### src/rtl/hs_bridge_pkg.sv
// Shared types and constants for the handshake sampler bridge.
package hs_bridge_pkg;

    // Width of the asynchronous counter value carried on dout.
    localparam int CNT_W = 4;

    // Number of cycles the counter clear is held low before sampling starts.
    localparam int CLR_CYCLES = 2;

    // Handshake controller states.
    typedef enum logic [2:0] {
        S_IDLE  = 3'd0,
        S_CLEAR = 3'd1,
        S_HOLD  = 3'd2,
        S_REQ   = 3'd3,
        S_CAPT  = 3'd4,
        S_REL   = 3'd5,
        S_ERR   = 3'd6
    } BridgeState;

endpackage

### src/rtl/hs_sync.sv
// N-flop single-bit synchroniser with asynchronous active-low reset to 0.
module hs_sync #(
    parameter int STAGES = 2
) (
    input  logic clk,
    input  logic rst_n,
    input  logic d_i,
    output logic q_o
);

    logic [STAGES-1:0] chain_q;

    // Shift the asynchronous input through the flop chain.
    always_ff @(posedge clk or negedge rst_n) begin
        if (!rst_n) begin
            chain_q <= '0;
        end else begin
            chain_q <= {chain_q[STAGES-2:0], d_i};
        end
    end

    assign q_o = chain_q[STAGES-1];

endmodule

### src/rtl/hs_sampler_bridge.sv
// Clocked four-phase master for the self-timed counter: clears it, requests
// counts, captures dout under bundled-data timing and queues samples in a
// small first-word-fall-through FIFO.
module hs_sampler_bridge
    import hs_bridge_pkg::*;
#(
    parameter int SYNC_STAGES = 2,
    parameter int TIMEOUT     = 255,
    parameter int FIFO_DEPTH  = 4
) (
    input  logic                              clk,
    input  logic                              rst_n,
    input  logic                              run_i,
    output logic                              clr_n_o,
    output logic                              start_o,
    input  logic                              ack_i,
    input  logic [CNT_W-1:0]                  dout_i,
    input  logic                              rd_i,
    output logic [CNT_W-1:0]                  data_o,
    output logic                              valid_o,
    output logic [$clog2(FIFO_DEPTH+1)-1:0]   level_o,
    output logic                              busy_o,
    output logic                              timeout_o
);

    localparam int AW = $clog2(FIFO_DEPTH);
    localparam int LW = $clog2(FIFO_DEPTH + 1);

    localparam logic [7:0]    WAIT_LAST  = 8'(TIMEOUT);
    localparam logic [1:0]    CLR_LAST   = 2'(CLR_CYCLES - 1);
    localparam logic [LW-1:0] FULL_LEVEL = LW'(FIFO_DEPTH);

    BridgeState state_q, state_d;

    logic [1:0] clrCnt_q, clrCnt_d;
    logic [7:0] waitCnt_q, waitCnt_d;

    logic start_q, start_d;
    logic clrN_q, clrN_d;
    logic busy_q, busy_d;
    logic timeout_q, timeout_d;

    logic ackSync;

    logic [CNT_W-1:0] mem_q [FIFO_DEPTH];
    logic [AW-1:0]    wrPtr_q, rdPtr_q;
    logic [LW-1:0]    count_q, count_d;
    logic             valid_q;

    logic push, pop, full;

    hs_sync #(
        .STAGES (SYNC_STAGES)
    ) uAckSync (
        .clk   (clk),
        .rst_n (rst_n),
        .d_i   (ack_i),
        .q_o   (ackSync)
    );

    assign full = (count_q == FULL_LEVEL);
    assign push = (state_q == S_CAPT) && !full;
    assign pop  = rd_i && (count_q != '0);

    // Next-state logic for the handshake controller and its registered outputs.
    always_comb begin
        state_d   = state_q;
        clrCnt_d  = clrCnt_q;
        waitCnt_d = waitCnt_q;
        timeout_d = timeout_q;

        case (state_q)
            S_IDLE: begin
                clrCnt_d = '0;
                if (run_i && !timeout_q) begin
                    state_d = S_CLEAR;
                end
            end
            S_CLEAR: begin
                if (clrCnt_q == CLR_LAST) begin
                    state_d = S_HOLD;
                end else begin
                    clrCnt_d = clrCnt_q + 2'd1;
                end
            end
            S_HOLD: begin
                if (!run_i) begin
                    state_d = S_IDLE;
                end else if (!full && !ackSync) begin
                    state_d   = S_REQ;
                    waitCnt_d = '0;
                end
            end
            S_REQ: begin
                if (ackSync) begin
                    state_d = S_CAPT;
                end else if (waitCnt_q == WAIT_LAST) begin
                    state_d   = S_ERR;
                    timeout_d = 1'b1;
                end else begin
                    waitCnt_d = waitCnt_q + 8'd1;
                end
            end
            S_CAPT: begin
                state_d   = S_REL;
                waitCnt_d = '0;
            end
            S_REL: begin
                if (!ackSync) begin
                    state_d = S_HOLD;
                end else if (waitCnt_q == WAIT_LAST) begin
                    state_d   = S_ERR;
                    timeout_d = 1'b1;
                end else begin
                    waitCnt_d = waitCnt_q + 8'd1;
                end
            end
            S_ERR: begin
                if (!run_i && !ackSync) begin
                    state_d = S_IDLE;
                end
            end
            default: begin
                state_d = S_IDLE;
            end
        endcase

        start_d = (state_d == S_REQ) || (state_d == S_CAPT);
        clrN_d  = (state_d != S_CLEAR);
        busy_d  = (state_d != S_IDLE);
    end

    // Controller state and output registers; reset holds the counter clear.
    always_ff @(posedge clk or negedge rst_n) begin
        if (!rst_n) begin
            state_q   <= S_IDLE;
            clrCnt_q  <= '0;
            waitCnt_q <= '0;
            start_q   <= 1'b0;
            clrN_q    <= 1'b0;
            busy_q    <= 1'b0;
            timeout_q <= 1'b0;
        end else begin
            state_q   <= state_d;
            clrCnt_q  <= clrCnt_d;
            waitCnt_q <= waitCnt_d;
            start_q   <= start_d;
            clrN_q    <= clrN_d;
            busy_q    <= busy_d;
            timeout_q <= timeout_d;
        end
    end

    // Occupancy after this cycle's push and pop.
    always_comb begin
        count_d = count_q;
        case ({push, pop})
            2'b10:   count_d = count_q + LW'(1);
            2'b01:   count_d = count_q - LW'(1);
            default: count_d = count_q;
        endcase
    end

    // Sample storage and pointers; reset discards every queued sample.
    always_ff @(posedge clk or negedge rst_n) begin
        if (!rst_n) begin
            for (int i = 0; i < FIFO_DEPTH; i++) begin
                mem_q[i] <= '0;
            end
            wrPtr_q <= '0;
            rdPtr_q <= '0;
            count_q <= '0;
            valid_q <= 1'b0;
        end else begin
            if (push) begin
                mem_q[wrPtr_q] <= dout_i;
                wrPtr_q        <= wrPtr_q + AW'(1);
            end
            if (pop) begin
                rdPtr_q <= rdPtr_q + AW'(1);
            end
            count_q <= count_d;
            valid_q <= (count_d != '0);
        end
    end

    assign start_o   = start_q;
    assign clr_n_o   = clrN_q;
    assign busy_o    = busy_q;
    assign timeout_o = timeout_q;
    assign data_o    = mem_q[rdPtr_q];
    assign valid_o   = valid_q;
    assign level_o   = count_q;

endmodule

### config.mk
export PLATFORM = sky130hd
export DESIGN_NAME = hs_sampler_bridge
export DESIGN_NICKNAME = d
export VERILOG_FILES = /design/src/rtl/hs_bridge_pkg.sv /design/src/rtl/hs_sync.sv /design/src/rtl/hs_sampler_bridge.sv
export SDC_FILE = /design/constraint.sdc
export NUM_CORES = 1
export LEC_CHECK = 0
export CAP_MARGIN = 0
export CORE_MARGIN = 2
export CORE_UTILIZATION = 41
export DETAILED_ROUTE_END_ITERATION = 10
export SLEW_MARGIN = 5
export SYNTH_ARGS = -nofsm -noshare
export SYNTH_HDL_FRONTEND = slang
export SYNTH_HIERARCHICAL = 1
export SYNTH_SLANG_ARGS = --single-unit
### constraint.sdc
create_clock -name clk -period 2.7 [get_ports clk]
set_input_delay 0.54 -clock clk [delete_from_list [all_inputs] [get_ports clk]]
set_output_delay 0.54 -clock clk [all_outputs]
set_load 0.03 [all_outputs]
==> results.toml, run 1 <==
[sta]
drv_slew = 0
worst_pin_slew_ns = 0.9390
hold_viol_final = 0
tns_ns = 0
rsz0062_at_grt = "no"
period_needed_ns = 2.576
setup_violations = 0
timing.hold.ws_ns = 0.3557
relSlewSlack_pct = 37.40
max_freq_ghz = 0.3881
fin_crit_sh_pct = 95.43
fin_ws_ns = 0.1235
worst_clock_skew_ns = 0.005319

[finish]
diodes = 0
drive_gt1_share_pct = 10.73
syn2layout_area_growth_pct = 18.42
final_nets = 221

[floorplan]
core_area_sq_um = 5042
num_io_pins = 21
fp.dieH_um = 76.01
start_util_pct = 42.16
dieArea_sq_um = 5777
fp-row-count = 26
dieWidth_um = 76.01

[route]
dr.pass1.iters = 4
ant_nets = 0
wl_met1_mm = 1.931
routed_wl_mm = 4.122
vias_per_cell = 5.302
route.detailed.drc = 0
wl_met3_um = 139
drtIter0Drc = 28
highest_layer = "met4"
wl_met2_mm = 1.992
post_drt_wl_per_cell_um = 14.99
num_vias = 1458

[synth]
yosysTopAreaCell = "dfrtp_1"
yosysWarningCount = 6
syn-cell-area_sq_um = 2126
yosysSeqAreaShare_pct = 50.62
synth_area_leaders = "dfrtp_1 51%, mux2_1 8.5%, mux4_2 4.2%, ha_1 4.1%, a21oi_1 2.6%"
synth_flop_cell = "dfrtp_1"
synth-async-reset-ratio_pct = 100.0
synth-seq-cells = 43
synth_edf_count = 0
syn_area_per_cell_sq_um = 11.81
synth.distinct_cells = 48
syn_inst = 180
synthesis.nets = 197
synth_top_area_share_pct = 50.62

[clocking]
clockBufferDepth = 2
cts_setup_buffers = 0
cts_sinks = 43
numCtsBuffers = 5
cts.htree.levels = 2
cts_tree = "done"
cts-root-buf = "clkbuf_8"
clk_pin_slew_ns = 0.08
cts_hold_buf = 0
post_cts_resized = 0
insertion_delay_ns = 0.30

[place]
post-place-ws_ns = 0.06600
gp_congestion = 0.7970
portBuffers = 20
hpwlAfterDp_mm = 3.010

[critical_path]
critical_path.max_fanout = 6
crit_type = "reg2out"
arrival_ns = 2.04
worstSetupStartpointType = "flop"
critPathRequiredTime_ns = 2.16
endpoint_kind = "output port"

[global_route]
first_global_vias = 1488
grt_overflow_total = 0
grt_max_degree = 44
grt_usage_pct = 15.70
antenna_found_initial = 0
grt_pass1_wl_mm = 7.245

[status]
outcome = "complete, no violations"

[power]
power_density_nw_per_um2 = 1182
vdd_drop_max_uv = 581.7
leakage_nw = 1.081

[worst_hold_path]
hold_path.class = "reg2reg"

[job]
drv_cap = 0
-- registers in the layout (all words and copies together) (netlist names), 2 cells and up --
| signal | cells |
|---|---|
| level_o | 3 |
| mem_q | 16 |
| uAckSync/chain_q | 2 |
| state_q | 3 |
| rdPtr_q | 2 |
| wrPtr_q | 2 |
| clrCnt_q | 2 |
| waitCnt_q | 8 |
-- per-stage QoR --
stage	util, %	cell area, sq um	cells	total power, mW
3_3_place_gp	47.52	2396	267	2.385
4_1_cts	49.93	2517	275	3.011
3_5_place_dp	47.52	2396	267	2.468
5_1_grt	49.93	2517	275	3.196
2_1_floorplan	-	2126	180	2.028
6_report	49.93	2517	275	2.976
-- logic make-up after synthesis --
group	count (synthesis)	share of synthesized area [%]
and+or+nand+nor	46	12.83
DFF	43	50.62
AOI/OAI and AO/OA	37	11.07
muxes	23	14.18
buffers and inverters	17	3.766
adders and majority gates	8	5.062
xor gates and xnor gates	6	2.472
-- cell usage after synthesis (2+ instances only) --
cell	number
xor2_1	3
nand2b_1	3
mux2_1	16
nor2_1	4
a21o_1	2
nor4_1	2
or3_1	4
a22o_1	2
and3_1	2
o221ai_1	2
dfrtp_1	43
xnor2_1	3
o21ai_0	4
nor2b_1	2
mux4_2	4
buf_6	2
a21oi_1	11
mux2i_1	2
or4_1	2
ha_1	7
nand2_1	12
o31ai_1	2
nand3_1	4
o21ai_1	7
inv_1	9
clkbuf_1	4
-- layout by cell type (no fill, tap or decap), types with 3 or more instances in the layout --
cell type and count:
dfrtp_1 43, o21ai_1 7, ha_1 7, mux4_2 4, o21ai_0 4, or3_1 4, xnor2_1 3, mux2_1 16
nand2_1 12, clkbuf_8 6, buf_4 4, xor2_1 3, clkdlybuf4s50_1 19, nor2_1 4, nand2b_1 3, a21oi_1 11
nand3_1 4, inv_1 9
-- final timing paths --
kind,startpoint,to,slack (ns),cells after the start
setup reg to reg,level_o[0],valid_o,0.16,10
min in group asynchronous,rst_n,start_o,0.38,1
max in group asynchronous,rst_n,mem_q[11],1.73,1
hold / removal,uAckSync/chain_q[0],uAckSync/chain_q[1],0.36,0
setup / recovery,rdPtr_q[0],data_o[2],0.12,2
hold reg to reg,uAckSync/chain_q[0],uAckSync/chain_q[1],0.36,0
-- report_power, final --
group | switching, mW | internal [mW]
Clock | 0.228 | 0.304
Combinational | 0.712 | 0.636
Sequential | 0.203 | 0.893
-- critical path, stage by stage (launching register included) --
cell	delay [ns]
dfrtp_1	0.57
mux4_2	0.56
clkdlybuf4s50_1	0.61
-- layer usage --
metal  global-route usage [%]  up-vias
met1                    20.88      734
li1                         -      700
met4                    5.818        0
met3                    3.910        6
met2                    25.09       18
met5                        0        -
-- final cells by class --
| type | count | area, sq um |
|---|---|---|
| timing repair buffer | 24 | 225.2 |
| multi-input combinational | 120 | 969.7 |
| tap | 70 | 87.58 |
| clock buffer | 6 | 82.58 |
| sequential | 43 | 1076 |
| inverter | 10 | 37.54 |
| clock inverter | 2 | 38.79 |
| fill | 470 | 2525 |
Note: power is estimated with default switching activity, not from simulation.
==> run 2, diff against run 1 <==
--- a/config.mk
+++ b/config.mk
@@ -5,10 +5,12 @@
 export SDC_FILE = /design/constraint.sdc
 export NUM_CORES = 1
 export LEC_CHECK = 0
+export ABC_AREA = 1
 export CAP_MARGIN = 0
 export CORE_MARGIN = 2
 export CORE_UTILIZATION = 41
 export DETAILED_ROUTE_END_ITERATION = 10
+export GPL_ROUTABILITY_DRIVEN = 0
 export SLEW_MARGIN = 5
 export SYNTH_ARGS = -nofsm -noshare
 export SYNTH_HDL_FRONTEND = slang
==> results.toml, run 2 <==
[synth]
syn_area_per_cell_sq_um = 8.331
syn_inst = 281
synth-async-reset-ratio_pct = 100.0
synthesis.nets = 298
synth.distinct_cells = 30
synth-seq-cells = 43
synth_area_leaders = "dfrtp_1 46%, nand2_1 12%, nand3_1 5.1%, inv_1 4.6%, nor2_1 4.5%"
synth_common_cells = "72 x nand2_1, 43 x dfrtp_1, 29 x inv_1, 28 x nor2_1, 24 x nand3_1"
yosysSeqAreaShare_pct = 45.96
yosysTopAreaCell = "dfrtp_1"
yosysWarningCount = 6
syn-cell-area_sq_um = 2341
synth_flop_cell = "dfrtp_1"
synth_edf_count = 0
synth_top_area_share_pct = 45.96
synth_most_common_cell = "nand2_1"

[sta]
max_freq_ghz = 0.3978
fin_crit_sh_pct = 93.10
timing.hold.ws_ns = 0.3573
drv_slew = 0
rsz0062_at_grt = "no"
setup_violations = 0
fin_ws_ns = 0.1864
period_needed_ns = 2.514
worst_clock_skew_ns = 0.006747
tns_ns = 0
hold_viol_final = 0
worst_pin_slew_ns = 0.9266
relSlewSlack_pct = 38.22

[global_route]
grt_overflow_total = 0
grt_pass1_wl_mm = 8.217
first_global_vias = 1818
grt_max_degree = 44
grt_usage_pct = 16.42
antenna_found_initial = 0

[clocking]
cts_setup_buffers = 0
cts_tree = "done"
clockBufferDepth = 2
cts.htree.levels = 2
post_cts_resized = 0
cts_sinks = 43
clk_pin_slew_ns = 0.08
insertion_delay_ns = 0.29
cts_hold_buf = 0
cts-root-buf = "clkbuf_8"
numCtsBuffers = 5

[route]
dr.pass1.iters = 4
drtIter0Drc = 106
ant_nets = 0
routed_wl_mm = 4.585
post_drt_wl_per_cell_um = 12.03
num_vias = 1871
vias_per_cell = 4.911
route.detailed.drc = 0

[critical_path]
cp_slowest_cell = "clkdlybuf4s50_1"
worstPathCellList = "inv_1 > o21ai_0 > o22ai_1 > clkdlybuf4s50_1"
crit_type = "reg2out"
endpoint_kind = "output port"
worst_path_largest_cell_delay_ns = 0.69
worstSetupStartpointType = "flop"
arrival_ns = 1.97
critical_path.max_fanout = 11
critPathRequiredTime_ns = 2.16

[floorplan]
num_io_pins = 21
core_area_sq_um = 5507
fp.dieH_um = 79.56
dieWidth_um = 79.56
dieArea_sq_um = 6330
start_util_pct = 42.51
fp-row-count = 27

[finish]
drive_gt1_share_pct = 10.68
syn2layout_area_growth_pct = 15.93
layout_commonest_cell = "nand2_1"
finalInstanceArea_sq_um = 2714
top_regs = "mem_q x16, waitCnt_q x8"
final_cell_mix = "72 x nand2_1, 43 x dfrtp_1, 29 x inv_1"
final_nets = 325
largest_register_ff_count = 16
final_cells = 381
diodes = 0
largest_register = "mem_q"

[worst_hold_path]
hold_path.class = "reg2reg"

[job]
drv_cap = 0

[place]
hpwlAfterDp_mm = 3.303
place_inst = 373
portBuffers = 20
place_area_sq_um = 2629
post-place-ws_ns = 0.2494

[status]
outcome = "complete, no violations"

[power]
power_density_nw_per_um2 = 1089
leakage_nw = 1.330
vdd_drop_max_uv = 530.2
## run 2: cell type report
class | instances | area, sq um
clock buffer | 6 | 72.57
inverter | 34 | 127.6
timing repair buffer | 23 | 217.7
multi-input combinational | 201 | 1117
sequential | 43 | 1076
tap | 72 | 90.09
fill | 551 | 2793
clock inverter | 2 | 12.51
## run 2: per-layer routing
| layer | up-vias | share of wire, % | GRT usage (%) |
|---|---|---|---|
| met3 | 4 | 3.2 | 3.846 |
| met2 | 32 | 46 | 26.64 |
| li1 | 958 | - | - |
| met5 | - | 0 | 0 |
| met4 | 0 | 0.63 | 4.310 |
| met1 | 877 | 50 | 22.06 |
## run 2: per-stage QoR
stage	power, mW	utilization, %
final	2.956	49.28
after floorplan	2.130	-
after CTS	2.990	49.28
after global routing	3.222	49.28
after global placement	2.565	47.74
after detailed placement	2.580	47.74
## run 2: cell families after synthesis
kind of cell / share of synthesized area (%)
adder cells (fa/ha/maj): 4.596
AO/OA/AOI/OAI: 10.26
AND/OR/NAND/NOR: 30.63
flip-flops: 45.96
buffers and inverters: 6.306
XOR/XNOR: 2.245
## run 2: worst paths after layout
kind                                     start                   to  slack (ns)  cells past startpoint
max                                 rdPtr_q[0]            data_o[2]        0.19                      4
min                        uAckSync/chain_q[0]  uAckSync/chain_q[1]        0.36                      0
max in group asynchronous                rst_n  uAckSync/chain_q[1]        1.74                      1
min in group asynchronous                rst_n         waitCnt_q[3]        0.38                      1
max reg2reg                         state_q[1]              valid_o        0.57                     12
min reg2reg                uAckSync/chain_q[0]  uAckSync/chain_q[1]        0.36                      0
## run 2: critical path, delay by kind of cell, from the launching register on
kind | cells | cell delay, ns
buf+inv | 2 | 0.93
flops | 1 | 0.52
compound gates | 2 | 0.24
## run 2: where the power goes
part	switching, mW	total [mW]	internal, mW	leakage [nW]
Sequential	0.207	1.08	0.874	0.506
Clock	0.218	0.399	0.181	0.0412
Combinational	0.920	1.48	0.556	0.783
==> run 3, diff against run 2 <==
--- a/config.mk
+++ b/config.mk
@@ -16,3 +16,4 @@
 export SYNTH_HDL_FRONTEND = slang
 export SYNTH_HIERARCHICAL = 1
 export SYNTH_SLANG_ARGS = --single-unit
+export TNS_END_PERCENT = 100
==> results of run 3 <==
Same layout as run 2: the final DEF is identical, and so are final timing and power.
